### config.mk
export PLATFORM = sky130hd
export DESIGN_NAME = popcount07_tnn_seq
export DESIGN_NICKNAME = d
export VERILOG_FILES = /design/src/rtl/popcount_pkg.sv /design/src/rtl/popcount07_chunk_mux.sv /design/src/rtl/popcount07_tnn_seq.sv
export SDC_FILE = /design/constraint.sdc
export NUM_CORES = 1
export LEC_CHECK = 0
export CORE_MARGIN = 2
export CORE_UTILIZATION = 47
export CTS_CLUSTER_DIAMETER = 60
export DETAILED_ROUTE_END_ITERATION = 8
export GPL_ROUTABILITY_DRIVEN = 0
export PLACE_DENSITY = 0.81
export SLEW_MARGIN = 20
export SYNTH_ARGS = -nofsm -noshare
export SYNTH_HDL_FRONTEND = slang
export SYNTH_SLANG_ARGS = --single-unit
### constraint.sdc
create_clock -name clk -period 3.7 [get_ports clk]
set_clock_uncertainty 0.1 [all_clocks]
set_input_delay 1.11 -clock clk [delete_from_list [all_inputs] [get_ports clk]]
set_output_delay 1.11 -clock clk [all_outputs]
set_load 0.01 [all_outputs]
### src/rtl/popcount_pkg.sv
// rtl/popcount_pkg.sv - shared constants, state encoding and sizing helper for popcount07 sequencers
package popcount_pkg;

    localparam int CHUNK = 7;

    typedef enum logic [1:0] {
        IDLE = 2'd0,
        POS  = 2'd1,
        NEG  = 2'd2,
        DONE = 2'd3
    } state_e;

    function automatic int f_nchunk(input int width);
        return (width + CHUNK - 1) / CHUNK;
    endfunction

endpackage

### src/rtl/popcount07_chunk_mux.sv
// rtl/popcount07_chunk_mux.sv - selects one zero-padded 7-bit slice of x&w by chunk index
module popcount07_chunk_mux
    import popcount_pkg::*;
#(
    parameter int WIDTH  = 21,
    parameter int NCHUNK = f_nchunk(WIDTH),
    parameter int IW     = 1
) (
    input  logic [WIDTH-1:0] x_i,
    input  logic [WIDTH-1:0] w_i,
    input  logic [IW-1:0]    idx_i,
    output logic [CHUNK-1:0] chunk_o
);

    localparam int PW = NCHUNK * CHUNK;

    logic [PW-1:0] padded;

    always_comb begin
        padded             = '0;
        padded[WIDTH-1:0]  = x_i & w_i;
        chunk_o            = '0;
        for (int c = 0; c < NCHUNK; c++) begin
            if (idx_i == IW'(c)) begin
                chunk_o = padded[c*CHUNK +: CHUNK];
            end
        end
    end

endmodule

### src/rtl/popcount07_tnn_seq.sv
// rtl/popcount07_tnn_seq.sv - time-multiplexes one external 7-input popcount core over a ternary neuron
module popcount07_tnn_seq
    import popcount_pkg::*;
#(
    parameter  int WIDTH  = 21,
    localparam int NCHUNK = f_nchunk(WIDTH),
    localparam int SW     = $clog2(NCHUNK * CHUNK + 1) + 1
) (
    input  logic             clk,
    input  logic             rst_n,
    input  logic             in_valid,
    output logic             in_ready,
    input  logic [WIDTH-1:0] in_x,
    input  logic [WIDTH-1:0] in_wp,
    input  logic [WIDTH-1:0] in_wn,
    input  logic [SW-1:0]    thr,
    output logic [CHUNK-1:0] core_in,
    input  logic [2:0]       core_cnt,
    output logic             out_valid,
    input  logic             out_ready,
    output logic [SW-1:0]    out_diff,
    output logic             out_fire
);

    localparam int            IW   = (NCHUNK > 1) ? $clog2(NCHUNK) : 1;
    localparam logic [IW-1:0] LAST = IW'(NCHUNK - 1);

    state_e           state_q, state_d;
    logic [IW-1:0]    idx_q, idx_d;
    logic [WIDTH-1:0] x_q, x_d;
    logic [WIDTH-1:0] wp_q, wp_d;
    logic [WIDTH-1:0] wn_q, wn_d;
    logic [SW-1:0]    thr_q, thr_d;
    logic [SW-1:0]    pos_q, pos_d;
    logic [SW-1:0]    neg_q, neg_d;
    logic [SW-1:0]    diff_q, diff_d;
    logic             fire_q, fire_d;

    logic [WIDTH-1:0] w_sel;
    logic [CHUNK-1:0] chunk;
    logic [SW-1:0]    cnt_ext;
    logic [SW-1:0]    neg_sum;

    assign w_sel   = (state_q == NEG) ? wn_q : wp_q;
    assign cnt_ext = SW'(core_cnt);
    assign neg_sum = neg_q + cnt_ext;

    popcount07_chunk_mux #(
        .WIDTH  (WIDTH),
        .NCHUNK (NCHUNK),
        .IW     (IW)
    ) u_chunk_mux (
        .x_i     (x_q),
        .w_i     (w_sel),
        .idx_i   (idx_q),
        .chunk_o (chunk)
    );

    // Core input held at zero outside the counting phases so the core stays quiet.
    assign core_in   = ((state_q == POS) || (state_q == NEG)) ? chunk : '0;
    assign in_ready  = (state_q == IDLE);
    assign out_valid = (state_q == DONE);
    assign out_diff  = diff_q;
    assign out_fire  = fire_q;

    always_comb begin
        state_d = state_q;
        idx_d   = idx_q;
        x_d     = x_q;
        wp_d    = wp_q;
        wn_d    = wn_q;
        thr_d   = thr_q;
        pos_d   = pos_q;
        neg_d   = neg_q;
        diff_d  = diff_q;
        fire_d  = fire_q;
        case (state_q)
            IDLE: begin
                if (in_valid) begin
                    x_d     = in_x;
                    wp_d    = in_wp;
                    wn_d    = in_wn;
                    thr_d   = thr;
                    pos_d   = '0;
                    neg_d   = '0;
                    idx_d   = '0;
                    state_d = POS;
                end
            end
            POS: begin
                pos_d = pos_q + cnt_ext;
                if (idx_q == LAST) begin
                    idx_d   = '0;
                    state_d = NEG;
                end else begin
                    idx_d = idx_q + IW'(1);
                end
            end
            NEG: begin
                neg_d = neg_sum;
                if (idx_q == LAST) begin
                    idx_d   = '0;
                    diff_d  = pos_q - neg_sum;
                    fire_d  = ($signed(pos_q - neg_sum) >= $signed(thr_q));
                    state_d = DONE;
                end else begin
                    idx_d = idx_q + IW'(1);
                end
            end
            DONE: begin
                if (out_ready) begin
                    state_d = IDLE;
                end
            end
            default: state_d = IDLE;
        endcase
    end

    always_ff @(posedge clk) begin
        if (!rst_n) begin
            state_q <= IDLE;
            idx_q   <= '0;
            x_q     <= '0;
            wp_q    <= '0;
            wn_q    <= '0;
            thr_q   <= '0;
            pos_q   <= '0;
            neg_q   <= '0;
            diff_q  <= '0;
            fire_q  <= 1'b0;
        end else begin
            state_q <= state_d;
            idx_q   <= idx_d;
            x_q     <= x_d;
            wp_q    <= wp_d;
            wn_q    <= wn_d;
            thr_q   <= thr_d;
            pos_q   <= pos_d;
            neg_q   <= neg_d;
            diff_q  <= diff_d;
            fire_q  <= fire_d;
        end
    end

endmodule

==> results_dict.tcl <==
set metrics [dict create \
    reg2reg_depth 14 \
    worstPathRequired_ns 3.82 \
    synth.cell_area_sq_um 4590 \
    ys_ff_latch 92 \
    r2r_start "neg_q[0]" \
    clkSlewWorstSetupHoldPaths_ns 0.09 \
    cp_max_fo 3 \
    grt_usage_pct 22.5 \
    rsz0062_at_grt "true" \
    min_period_ns 3.68 \
    cts_inserted_buffers 9 \
    clock_path_buffers 2 \
    io_buffer_count 91 \
    dieArea_sq_um 10600 \
    worst_r2r_endpoint "out_fire" \
    cpMostUsedCell "ha_4" \
    relSlewSlack_pct 63.8 \
    clock-sinks 92 \
    die_h_um 103 \
    critical_path.top_delay_family "adder cells" \
    firstDrtPassIters 4 \
    fin_ws_ns 0.0175 \
    synth_cells 545 \
    die_w_um 103 \
    slowest_stage "fa_2" \
    arrival_ns 3.81 \
    ant_nets 0 \
    finalSetupViolCount 0 \
    use_met1_pct 27.4 \
    hp-class "reg -> reg" \
    start_util_pct 47.7 \
    synth_edf_count 0 \
    path_cells "clkdlybuf4s15_1 > ha_2 > fa_2 > a21o_1 > and3b_2 > nor2_4 > ha_4 > o2111a_2 > o311ai_4 > nand2_2 > ha_4 > nor2_2 > nand3_1 > a21oi_1 > o22ai_1" \
    cp.buffers_inverters 1 \
    yosysWarnings 0 \
    avgSynthCellArea_sq_um 8.43 \
    crit_end "out_fire" \
    clock_latency_ns 0.35 \
    final_cell_mix "nand2_1, dfxtp_1, clkdlybuf4s50_1" \
    nets 749 \
    min_period_over_period_pct 99.5 \
    viasPerCell 5.28 \
    syn_to_final_growth_pct 35.3 \
    rrSetupSlack_ns 0.63 \
    synth_ff_type "dfxtp_1" \
    hold_violations 0 \
    max-cap-violations 0 \
    dp_slack_ns -0.772 \
    grt_max_degree 59 \
    vdd_ir_drop_max_mv 0.342 \
    outcome "finished clean" \
    grt_pass1_vias 4167 \
    post-dp-hpwl_mm 8.29 \
    dp_cells 767 \
    slew_violations 0 \
    hold_buffers 0 \
    antennaDiodeCount 0 \
    vias 4155 \
    drc 0 \
    holdCritStartpoint "wp_q[2]" \
    grt_util_met3_pct 4.88 \
    root_buffer "clkbuf_8" \
    tritoncts "done" \
    gr-max-usage-layer "met2" \
    rows 36 \
    path_class "in -> reg" \
    worst_pin_slew_ns 0.542 \
    startpoint "core_cnt[0]" \
    antenna_found_initial 0 \
    drive_gt1_share_pct 16.1 \
    endpoint_kind "flip-flop" \
    drt_iter0_drc 151 \
    critPathLaunchType "primary input" \
    fin_cells 787 \
    ys_seq_area_share_pct 40.1 \
    ys_types 48 \
    grt_pass1_wl_mm 18.7 \
    wl_per_cell_um 14.6 \
    grtUsageMet2_pct 39.6 \
    drt_wl_total_mm 11.5 \
    syn_nets 645 \
    slowest_delay_ns 0.38 \
    htreeDepth 3 \
    overflow 0 \
    max_freq_ghz 0.272 \
    io_pins 92 \
    path_depth 15 \
    core_region_area_sq_um 9640 \
    layout_commonest_cell "nand2_1" \
    synthArstFlopShare_pct 0 \
    powerDensity_nw_per_um2 537 \
    final_core_util_pct 64.5 \
    leakagePower_uw 0.00242 \
]
-- cells in the mapped netlist, types with 4 or more instances --
| master | n | share of area (%) |
|---|---|---|
| o22ai_1 | 4 | 0.54 |
| o21a_1 | 4 | 0.65 |
| nand2_1 | 159 | 13 |
| o211a_1 | 4 | 0.87 |
| mux2i_1 | 10 | 2.2 |
| and2_1 | 4 | 0.54 |
| clkbuf_1 | 27 | 2.2 |
| ha_1 | 21 | 5.7 |
| a311oi_1 | 4 | 0.76 |
| mux2_2 | 15 | 3.7 |
| a21oi_1 | 15 | 1.6 |
| a32oi_1 | 5 | 0.95 |
| nor3_1 | 5 | 0.54 |
| nor2_1 | 8 | 0.65 |
| o21ai_0 | 9 | 0.98 |
| inv_1 | 15 | 1.2 |
| a21boi_0 | 75 | 12 |
| dfxtp_1 | 92 | 40 |
| buf_2 | 5 | 0.54 |
| nor2b_1 | 14 | 1.9 |
| nand2b_1 | 4 | 0.54 |
| nor3b_1 | 8 | 1.3 |
-- routing by layer --
layer / routed length [um] / share of wire, %
met1: 4990 / 43
met2: 5750 / 50
met3: 586 / 5.1
met4: 180 / 1.6
met5: 0 / 0
-- tightest hold or removal path: cells and delay by family (launching register included) --
family,cells,cell delay (ns)
compound gates,1,0.06
simple gates,1,0.05
flops,1,0.32
-- metrics by stage --
step           cell area, sq um   TNS, ns  total power (uW)  hold WS (ns)
2_1_floorplan              4600         0              2130         0.339
3_3_place_gp               5820    -0.690              2560         0.347
3_5_place_dp               5820     -1.07              2630         0.358
4_1_cts                    6140  -0.00152              3320         0.370
5_1_grt                    6220   -0.0814              3570         0.386
6_report                   6220         0              3340         0.368
-- worst min-delay path by stage --
stage,to,slack [ns],depth (start not counted)
after global routing,wp_q[13],0.39,2
after detailed placement,wp_q[18],0.36,2
after global placement,x_q[6],0.35,2
after CTS,wp_q[18],0.37,2
after floorplan,x_q[0],0.34,2
final,wp_q[2],0.37,2
-- area by class of cell --
type | instances | area (sq um)
repair buffers | 126 | 1210
flip-flops and latches | 92 | 1840
clock buffers | 10 | 128
inverters | 15 | 56.3
well taps | 133 | 166
fillers | 811 | 3420
clock inverters | 6 | 55.1
multi-input cells | 405 | 2760
-- timing repair --
action | 4_1_cts | 5_1_grt
pin swaps | 14 | 4
buffers inserted | 2 | 2
gates resized for setup | 34 | 15
endpoints found under the setup margin | 8 | 4
-- where the power goes --
group	leakage [uW]	total (uW)	internal (uW)	switching, uW
Clock	0.0000873	637	259	378
Sequential	0.000752	1280	1160	119
Combinational	0.00158	1420	646	778
-- sequential cells by signal (all words and copies together), names as in the netlist --
name / cells
idx_q: 2
wp_q: 21
out_diff: 6
neg_q: 6
thr_q: 6
x_q: 21
out_fire: 1
state_q: 2
wn_q: 21
pos_q: 6
-- cell families after synthesis --
group,after synthesis,share of synthesized area [%]
DFF,92,40.1
adders and majority gates,24,7.03
xor gates and xnor gates,5,0.953
muxes,25,5.86
buffers and inverters,48,4.06
AOI/OAI and AO/OA,139,22.1
and+or+nand+nor,212,19.9
Note: power is estimated with default switching activity, not from simulation.
